### src/rtl/task_return_arbiter.sv
// Round-robin arbiter/sequencer for one shared output register written by multi-cycle tasks.
// A granted task either commits its latched data to o after EXEC_CYCLES or returns early on abort.
module task_return_arbiter #(
    parameter int NUM_REQ     = 4,
    parameter int DATA_W      = 8,
    parameter int EXEC_CYCLES = 3,
    localparam int ID_W       = (NUM_REQ > 1) ? $clog2(NUM_REQ) : 1,
    localparam int CNT_W      = (EXEC_CYCLES > 1) ? $clog2(EXEC_CYCLES) : 1
) (
    input  logic                      clk,
    input  logic                      rst,
    input  logic [NUM_REQ-1:0]        req,
    input  logic [NUM_REQ*DATA_W-1:0] req_data,
    input  logic [NUM_REQ-1:0]        abort,
    output logic [NUM_REQ-1:0]        gnt,
    output logic                      busy,
    output logic                      done,
    output logic [ID_W-1:0]           done_id,
    output logic                      returned_early,
    output logic [DATA_W-1:0]         o
);

    typedef enum logic [1:0] {
        IDLE = 2'd0,
        EXEC = 2'd1,
        DONE = 2'd2
    } state_t;

    state_t              state_q, state_d;
    logic [ID_W-1:0]     ptr_q, ptr_d;
    logic [CNT_W-1:0]    cnt_q, cnt_d;
    logic [ID_W-1:0]     id_q, id_d;
    logic [DATA_W-1:0]   data_q, data_d;
    logic [DATA_W-1:0]   o_q, o_d;
    logic [NUM_REQ-1:0]  gnt_q, gnt_d;
    logic                busy_q, busy_d;
    logic                done_q, done_d;
    logic [ID_W-1:0]     done_id_q, done_id_d;
    logic                early_q, early_d;

    logic                pick_found;
    logic [ID_W-1:0]     pick_id;

    // (base + k) mod NUM_REQ, valid for base < NUM_REQ and 0 <= k <= NUM_REQ
    function automatic logic [ID_W-1:0] rr_idx(input logic [ID_W-1:0] base, input int k);
        int s;
        s = int'(base) + k;
        if (s >= NUM_REQ) s = s - NUM_REQ;
        return ID_W'(s);
    endfunction

    always_comb begin
        pick_found = 1'b0;
        pick_id    = '0;
        for (int k = 0; k < NUM_REQ; k++) begin
            if (!pick_found && req[rr_idx(ptr_q, k)]) begin
                pick_found = 1'b1;
                pick_id    = rr_idx(ptr_q, k);
            end
        end
    end

    always_comb begin
        state_d   = state_q;
        ptr_d     = ptr_q;
        cnt_d     = cnt_q;
        id_d      = id_q;
        data_d    = data_q;
        o_d       = o_q;
        gnt_d     = gnt_q;
        busy_d    = busy_q;
        done_d    = done_q;
        done_id_d = done_id_q;
        early_d   = early_q;

        case (state_q)
            IDLE: begin
                if (pick_found) begin
                    id_d    = pick_id;
                    data_d  = req_data[int'(pick_id)*DATA_W +: DATA_W];
                    gnt_d   = '0;
                    gnt_d[pick_id] = 1'b1;
                    busy_d  = 1'b1;
                    cnt_d   = CNT_W'(EXEC_CYCLES - 1);
                    state_d = EXEC;
                end
            end
            EXEC: begin
                gnt_d = '0;
                // abort has priority over the terminal count
                if (abort[id_q]) begin
                    done_d    = 1'b1;
                    early_d   = 1'b1;
                    done_id_d = id_q;
                    state_d   = DONE;
                end else if (cnt_q == '0) begin
                    o_d       = data_q;
                    done_d    = 1'b1;
                    early_d   = 1'b0;
                    done_id_d = id_q;
                    state_d   = DONE;
                end else begin
                    cnt_d = cnt_q - CNT_W'(1);
                end
            end
            DONE: begin
                done_d  = 1'b0;
                busy_d  = 1'b0;
                ptr_d   = rr_idx(id_q, 1);
                state_d = IDLE;
            end
            default: begin
                state_d = IDLE;
            end
        endcase
    end

    always_ff @(posedge clk or posedge rst) begin
        if (rst) begin
            state_q   <= IDLE;
            ptr_q     <= '0;
            cnt_q     <= '0;
            id_q      <= '0;
            data_q    <= '0;
            o_q       <= '0;
            gnt_q     <= '0;
            busy_q    <= 1'b0;
            done_q    <= 1'b0;
            done_id_q <= '0;
            early_q   <= 1'b0;
        end else begin
            state_q   <= state_d;
            ptr_q     <= ptr_d;
            cnt_q     <= cnt_d;
            id_q      <= id_d;
            data_q    <= data_d;
            o_q       <= o_d;
            gnt_q     <= gnt_d;
            busy_q    <= busy_d;
            done_q    <= done_d;
            done_id_q <= done_id_d;
            early_q   <= early_d;
        end
    end

    assign gnt            = gnt_q;
    assign busy           = busy_q;
    assign done           = done_q;
    assign done_id        = done_id_q;
    assign returned_early = early_q;
    assign o              = o_q;

endmodule
### config.mk
export PLATFORM = sky130hd
export DESIGN_NAME = task_return_arbiter
export DESIGN_NICKNAME = d
export VERILOG_FILES = /design/src/rtl/task_return_arbiter.sv
export SDC_FILE = /design/constraint.sdc
export NUM_CORES = 1
export LEC_CHECK = 0
export CORE_UTILIZATION = 46
export CTS_BUF_LIST = sky130_fd_sc_hd__clkbuf_4 sky130_fd_sc_hd__clkbuf_8
export DETAILED_ROUTE_END_ITERATION = 6
export HOLD_SLACK_MARGIN = 0.1
export PLACE_DENSITY = 0.82
export SLEW_MARGIN = 25
export SYNTH_ARGS = -nofsm -noshare
export SYNTH_HDL_FRONTEND = slang
export SYNTH_SLANG_ARGS = --single-unit
### constraint.sdc
create_clock -name clk -period 2.5 [get_ports clk]
set_clock_uncertainty 0.15 [all_clocks]
set_input_delay 0.5 -clock clk [delete_from_list [all_inputs] [get_ports clk]]
set_output_delay 0.5 -clock clk [all_outputs]
set_load 0.05 [all_outputs]
**Word-level counts from Yosys, hierarchy flattened**

Cells that the tools add are included.

- Multiplexer cells: 44
- Shift operators: 1
- Reduce and logical (&&, ||, !) cells: 21
- Bitwise gates (word level): 1
- Equal/unequal tests: 6
- $add $sub $neg: 10
- $lt $le $gt $ge: 12

Operators by type and width:

| kind | number |
|---|---|
| 2-bit 2-to-1 mux | 17 |
| 32-bit by 6-bit indexed part select with 8-bit output | 1 |
| 2-bit by 3-bit < comparator with 1-bit output (second input constant) | 6 |
| 1-bit 2-to-1 mux | 15 |
| 3-bit >= comparator (second input constant) | 4 |
| 2-bit AND reduction | 6 |
| 2-bit by 1-bit subtractor with 2-bit output (second input constant) | 6 |
| 1-bit binary-select mux with 2-bit select | 5 |
| 2-bit one-hot mux with 2 select lines | 2 |
| 4-bit one-hot mux with 2 select lines | 1 |
| 2-bit nonzero test | 4 |
| 2-bit by 1-bit adder with 3-bit output (second input constant) | 2 |
| 2-bit by 2-bit adder with 3-bit output (second input constant) | 2 |
| 2-bit != test (second input constant) | 3 |
| 1-bit logical AND | 4 |
| 2-bit zero test | 2 |
| 4-bit 2-to-1 mux | 1 |
| 1-bit one-hot mux with 2 select lines | 2 |
| 4-bit AND reduction | 1 |
| 2-bit by 3-bit >= comparator with 1-bit output (second input constant) | 1 |
| 1-bit zero test | 3 |
| 3-bit != test (second input constant) | 1 |
| 3-bit AND reduction | 1 |
| 1-bit demux with 2-bit select | 1 |
| 4 further kinds | 4 |

- Register bits after elaboration: 33
- Logic and storage cells: 106
- Input bits: 42
- Output and inout port bits: 17

**Depth between registers and ports, before layout**

- Word-level depth: 20
- Gate-level depth with buffers: 6
- Depth with buffers taken out: 5

**Worst setup path after synthesis**

OpenSTA, ideal clock, no wires.

- Kind: input to register
- From: in req[2]
- To: reg data_q[0]
- Required time: 2.224 ns
- Buffers on the path: 1
- Arrival: 1.797 ns
- Cell stages on the path: 6
- Setup time: 0.126 ns
- Slack: 0.427 ns
- Cell sequence: or2b_1 nor3b_2 o22ai_2 buf_6 mux2_4 a221o_1

- Word-level cells in the longest chain between the ends: 13
- Elaborated cells on any way between the ends: 24
- Classes of those cells: shift (1); mux (16); reduce/logical (7)

Ends and longest elaborated chain:

| item | RTL line | RTL |
|---|---|---|
| start: declaration | 12 | `input logic [NUM_REQ-1:0] req,` |
| 1-bit binary-select mux with 2-bit select | 56 | `if (!pick_found && req[rr_idx(ptr_q, k)]) begin` |
| 1-bit 2-to-1 mux (implied by the code) | 56 |  |
| 1-bit 2-to-1 mux | 56 |  |
| 1-bit zero test | 56 |  |
| 1-bit logical AND | 56 |  |
| 1-bit 2-to-1 mux | 56 |  |
| 1-bit zero test | 56 |  |
| 1-bit logical AND | 56 |  |
| 1-bit 2-to-1 mux | 56 |  |
| 1-bit zero test | 56 |  |
| 1-bit logical AND | 56 |  |
| 2-bit 2-to-1 mux or 1-bit 2-to-1 mux (tied branches) | 56 |  |
| 32-bit by 6-bit indexed part select with 8-bit output or 2-bit AND reduction (tied branches) | n/a |  |
| end signal: assignment | 136 | `data_q <= data_d;` |
| end: declaration | 33 | `logic [DATA_W-1:0] data_q, data_d;` |

Several ways; a longest one is shown, not always the timed one. The select of a mux whose other input is x is not followed.
A chain may end at the register's enable or synchronous reset.

**Worst setup path in the final report**

- From: in req[2]
- To: reg data_q[3]

The elaborated chain is that of the path after synthesis.

==> report_table.html <==
<table>
<tr><th>Metric</th><th>Value</th></tr>
<tr><th colspan="2">Synth</th></tr>
<tr><td>Most repeated cell in the gate-level netlist after synthesis</td><td>sky130_fd_sc_hd__dfrtp_1</td></tr>
<tr><td>Cell count after synthesis</td><td>129</td></tr>
<tr><td>Post-Synthesis Mean Instance Area</td><td>12.7 um^2</td></tr>
<tr><td>Leading post-synthesis cells by cell area</td><td>sky130_fd_sc_hd__dfrtp_1 50%, sky130_fd_sc_hd__mux2_2 7.6%, sky130_fd_sc_hd__mux2_4 6.4%, sky130_fd_sc_hd__a22o_1 5.3%, sky130_fd_sc_hd__a221o_1 4.9%</td></tr>
<tr><td>Summed instance area of the synthesized netlist</td><td>0.00164 mm^2</td></tr>
<tr><td>Number of warnings issued by yosys</td><td>0</td></tr>
<tr><td>Number of distinct library cells after synthesis</td><td>34</td></tr>
<tr><td>Post-synthesis register bit count</td><td>33</td></tr>
<tr><td>Nets in the synthesized netlist</td><td>172</td></tr>
<tr><td>Most common flop cell mapped by yosys</td><td>sky130_fd_sc_hd__dfrtp_1</td></tr>
<tr><td>Cell types with the highest counts after synthesis</td><td>33 x sky130_fd_sc_hd__dfrtp_1, 11 x sky130_fd_sc_hd__mux2_2, 10 x sky130_fd_sc_hd__a22o_1</td></tr>
<tr><td>Post-synth top area cell</td><td>sky130_fd_sc_hd__dfrtp_1</td></tr>
<tr><td>Share of the synthesized area in the top cell type</td><td>50.4%</td></tr>
<tr><td>Async SR Flop Fraction</td><td>100%</td></tr>
<tr><td>Number of synthesized flops with an enable pin</td><td>0</td></tr>
<tr><td>Part of the Yosys area used for sequential elements</td><td>50.4%</td></tr>
<tr><th colspan="2">Power and ir drop</th></tr>
<tr><td>Switching power share of the total</td><td>42.2%</td></tr>
<tr><td>Combinational Power Share</td><td>57.2%</td></tr>
<tr><td>VDD IR max</td><td>0.702 mV</td></tr>
<tr><td>Reported net switching power</td><td>1.27 mW</td></tr>
<tr><td>Pwr per Cell Area</td><td>1210 mW/mm^2</td></tr>
<tr><td>Share of total power in the clock network</td><td>11.3%</td></tr>
<tr><td>Static Leakage</td><td>1.15 nW</td></tr>
<tr><td>Sequential power share</td><td>31.4%</td></tr>
<tr><td>Internal power summed over all cells</td><td>1.73 mW</td></tr>
<tr><td>Post-layout total power</td><td>3.00 mW</td></tr>
<tr><th colspan="2">Timing</th></tr>
<tr><td>Minimum period implied by the final worst setup slack</td><td>2.38 ns</td></tr>
<tr><td>Final count of negative-setup-slack endpoints</td><td>0</td></tr>
<tr><td>Final worst hold slack</td><td>0.352 ns</td></tr>
<tr><td>Count of endpoints failing hold in the final timing report</td><td>0</td></tr>
<tr><td>Unrepaired setup endpoints after global routing</td><td>no</td></tr>
<tr><td>Slack of the critical path</td><td>0.120 ns</td></tr>
<tr><td>Maximum achievable frequency</td><td>420 MHz</td></tr>
<tr><td>Period utilisation layout</td><td>95.2%</td></tr>
<tr><td>Slew of the pin with the lowest slew margin</td><td>0.810 ns</td></tr>
<tr><td>Worst slew margin relative to its limit</td><td>45.9%</td></tr>
<tr><td>Number of max-slew violations in the final report</td><td>0</td></tr>
<tr><th colspan="2">Clock network</th></tr>
<tr><td>Count of hold-fix buffers inserted at cts</td><td>0</td></tr>
<tr><td>Total CTS buffers</td><td>5</td></tr>
<tr><td>Root buffer cell</td><td>sky130_fd_sc_hd__clkbuf_4</td></tr>
<tr><td># clock sinks</td><td>33</td></tr>
<tr><td>Clock tree from TritonCTS</td><td>done</td></tr>
<tr><td>Worst-Skew Late Latency</td><td>0.33 ns</td></tr>
<tr><td>Post-cts repair resize count</td><td>0</td></tr>
<tr><td>Buffers inserted by post-CTS timing repair</td><td>0</td></tr>
<tr><td>Clock slew at reported path FFs</td><td>0.10 ns</td></tr>
<tr><td>H-tree depth reported by CTS</td><td>2</td></tr>
<tr><td>Buffer depth of the longest clock path</td><td>2</td></tr>
<tr><th colspan="2">Cells and area</th></tr>
<tr><td>Share of layout cells above drive strength 1</td><td>24.4%</td></tr>
<tr><td>Post-layout net count</td><td>251</td></tr>
<tr><td>Layout fillers</td><td>249</td></tr>
<tr><td>Count of inserted antenna diode cells</td><td>0</td></tr>
<tr><td>Synth-to-Final Area Change</td><td>51.3%</td></tr>
<tr><th colspan="2">Detailed routing</th></tr>
<tr><td>Top Layer Used</td><td>met4</td></tr>
<tr><td>Routed Antenna Nets</td><td>0</td></tr>
<tr><td>Wirelength per Cell</td><td>16.1 um</td></tr>
<tr><td>Wire length on met1</td><td>1770 um</td></tr>
<tr><td>Met3 layer wire length in the routed design</td><td>189 um</td></tr>
<tr><td>Number of vias after detailed routing</td><td>1383</td></tr>
<tr><td>Iteration-0 DRC count of the detailed router</td><td>72</td></tr>
<tr><td>Total DRC errors in the routed layout</td><td>0</td></tr>
<tr><td>First drt pass iteration count</td><td>4</td></tr>
<tr><td>Post-DR vias/cell</td><td>5.42</td></tr>
<tr><td>Metal2 WL</td><td>2070 um</td></tr>
<tr><td>Total Routed Length</td><td>4110 um</td></tr>
<tr><th colspan="2">Run status</th></tr>
<tr><td>Result of the run</td><td>finished clean</td></tr>
<tr><th colspan="2">Global route</th></tr>
<tr><td>Vias in the first global route</td><td>1314</td></tr>
<tr><td>Largest net degree at the start of global routing</td><td>34</td></tr>
<tr><td>Initial antenna violation count</td><td>0</td></tr>
<tr><td>Gr usage total</td><td>23.5%</td></tr>
<tr><td>Sum of overflow across all layers after global routing</td><td>0</td></tr>
<tr><td>Global-route wire length before repair</td><td>6240 um</td></tr>
<tr><th colspan="2">Critical path</th></tr>
<tr><td>Crit start category</td><td>input port</td></tr>
<tr><td>Data required time of the worst path</td><td>2.62 ns</td></tr>
<tr><td>Worst-path cell chain</td><td>clkdlybuf4s50_1, buf_4, nand2b_1, buf_4, nand2b_1, o22a_1, nor2b_1, a221o_1</td></tr>
<tr><td>Critical-path maximum fanout</td><td>10</td></tr>
<tr><td>Arrival @ worst endpoint</td><td>2.50 ns</td></tr>
<tr><td>Cell with the largest stage delay on the worst path</td><td>sky130_fd_sc_hd__nor2b_1</td></tr>
<tr><td>Category of the worst setup path capture point</td><td>flip-flop</td></tr>
<tr><td>Type of the setup path with the least slack</td><td>in -&gt; reg</td></tr>
<tr><td>Largest stage delay on the critical path</td><td>0.66 ns</td></tr>
<tr><th colspan="2">Placement</th></tr>
<tr><td>Routability Congestion</td><td>0.760</td></tr>
<tr><td>DP HPWL</td><td>3150 um</td></tr>
<tr><td>Worst setup slack after placement</td><td>-0.169 ns</td></tr>
<tr><td>IO buf count</td><td>58</td></tr>
<tr><th colspan="2">Floorplanning</th></tr>
<tr><td>Die outline width</td><td>61.7 um</td></tr>
<tr><td>Die span in y</td><td>61.7 um</td></tr>
<tr><td>Number of primary I/O pins</td><td>59</td></tr>
<tr><td>Overall die area</td><td>0.00380 mm^2</td></tr>
<tr><td>Initial core utilization</td><td>48.7%</td></tr>
<tr><td>Floorplan core area</td><td>0.00336 mm^2</td></tr>
<tr><td>Number of rows created at floorplan</td><td>21</td></tr>
<tr><th colspan="2">Flow run</th></tr>
<tr><td>Max_cap viols</td><td>0</td></tr>
<tr><th colspan="2">Worst hold path</th></tr>
<tr><td>Kind of path behind the tightest hold check</td><td>reg -&gt; reg</td></tr>
</table>
flip-flops by register name (all words and copies together) (netlist names):
signal,count
done,1
o,8
cnt_q,2
data_q,8
state_q,2
returned_early,1
busy,1
done_id,2
id_q,2
ptr_q,2
gnt,4
metrics by stage:
step / cells / area, um^2 / utilization (%) / TNS, ns
2_1_floorplan: 129 / 1640 / - / 0
3_3_place_gp: 247 / 2410 / 71.6 / -0.832
3_5_place_dp: 247 / 2410 / 71.6 / -1.40
4_1_cts: 255 / 2480 / 73.7 / 0
5_1_grt: 255 / 2480 / 73.7 / 0
6_report: 255 / 2480 / 73.7 / 0
worst paths after layout:
kind,start,end,slack [ns],cells after the start
max reg2reg,ptr_q[0],data_q[3],0.40,6
max in group asynchronous,rst,done,1.50,3
max,req[2],data_q[3],0.12,8
min,busy,busy,0.35,2
min reg2reg,busy,busy,0.35,2
min in group asynchronous,rst,o[0],0.39,3
kinds of logic after synthesis:
group / count (synthesis) / share of synthesized area (%)
simple gates: 31 / 10.8
xor+xnor: 1 / 0.535
mux: 20 / 16.0
compound gates: 36 / 19.3
flops: 33 / 50.4
fa+ha+maj: 1 / 0.764
buf+inv: 7 / 2.22
cells in the final DEF, fill, tap and decap left out, drive strengths merged, types with 2 or more instances in the layout:
cell type,n
buf,17
a21o,4
a221o,8
clkbuf,7
a22o,10
clkdlybuf4s50,58
o21ai,3
inv,4
o22ai,2
nor2,6
nand2,9
nor2b,3
mux2,18
nand2b,6
dfrtp,33
a21oi,4
worst max-delay path, delay by kind of cell:
family	cells	cell delay, ns
AND/OR/NAND/NOR	3	0.80
buffers and inverters	3	0.78
AO/OA/AOI/OAI	2	0.42
layer usage:
metal | vias up | global-route usage, %
li1 | 647 | -
met1 | 679 | 31.8
met2 | 46 | 35.0
met3 | 11 | 6.09
met4 | 0 | 11.7
met5 | - | 0
power by group through the flow:
stage / Sequential [mW] / Clock, mW / Combinational [mW]
floorplan: 1.33 / 0 / 0.723
global placement: 0.935 / 0 / 1.66
detailed placement: 0.950 / 0 / 1.72
CTS: 0.942 / 0.347 / 1.72
global route: 0.972 / 0.368 / 1.83
finish: 0.942 / 0.340 / 1.72
cell type report:
type	count	area [um^2]	area share [%]
Inverter	4	15.0	0.606
Timing Repair Buffer	75	733	29.6
Tap cell	46	57.6	2.32
Sequential cell	33	826	33.3
Clock inverter	1	5.00	0.202
Multi-Input combinational cell	89	776	31.3
Clock buffer	7	65.1	2.63
No activity file was read; power rests on OpenSTA's default activity.
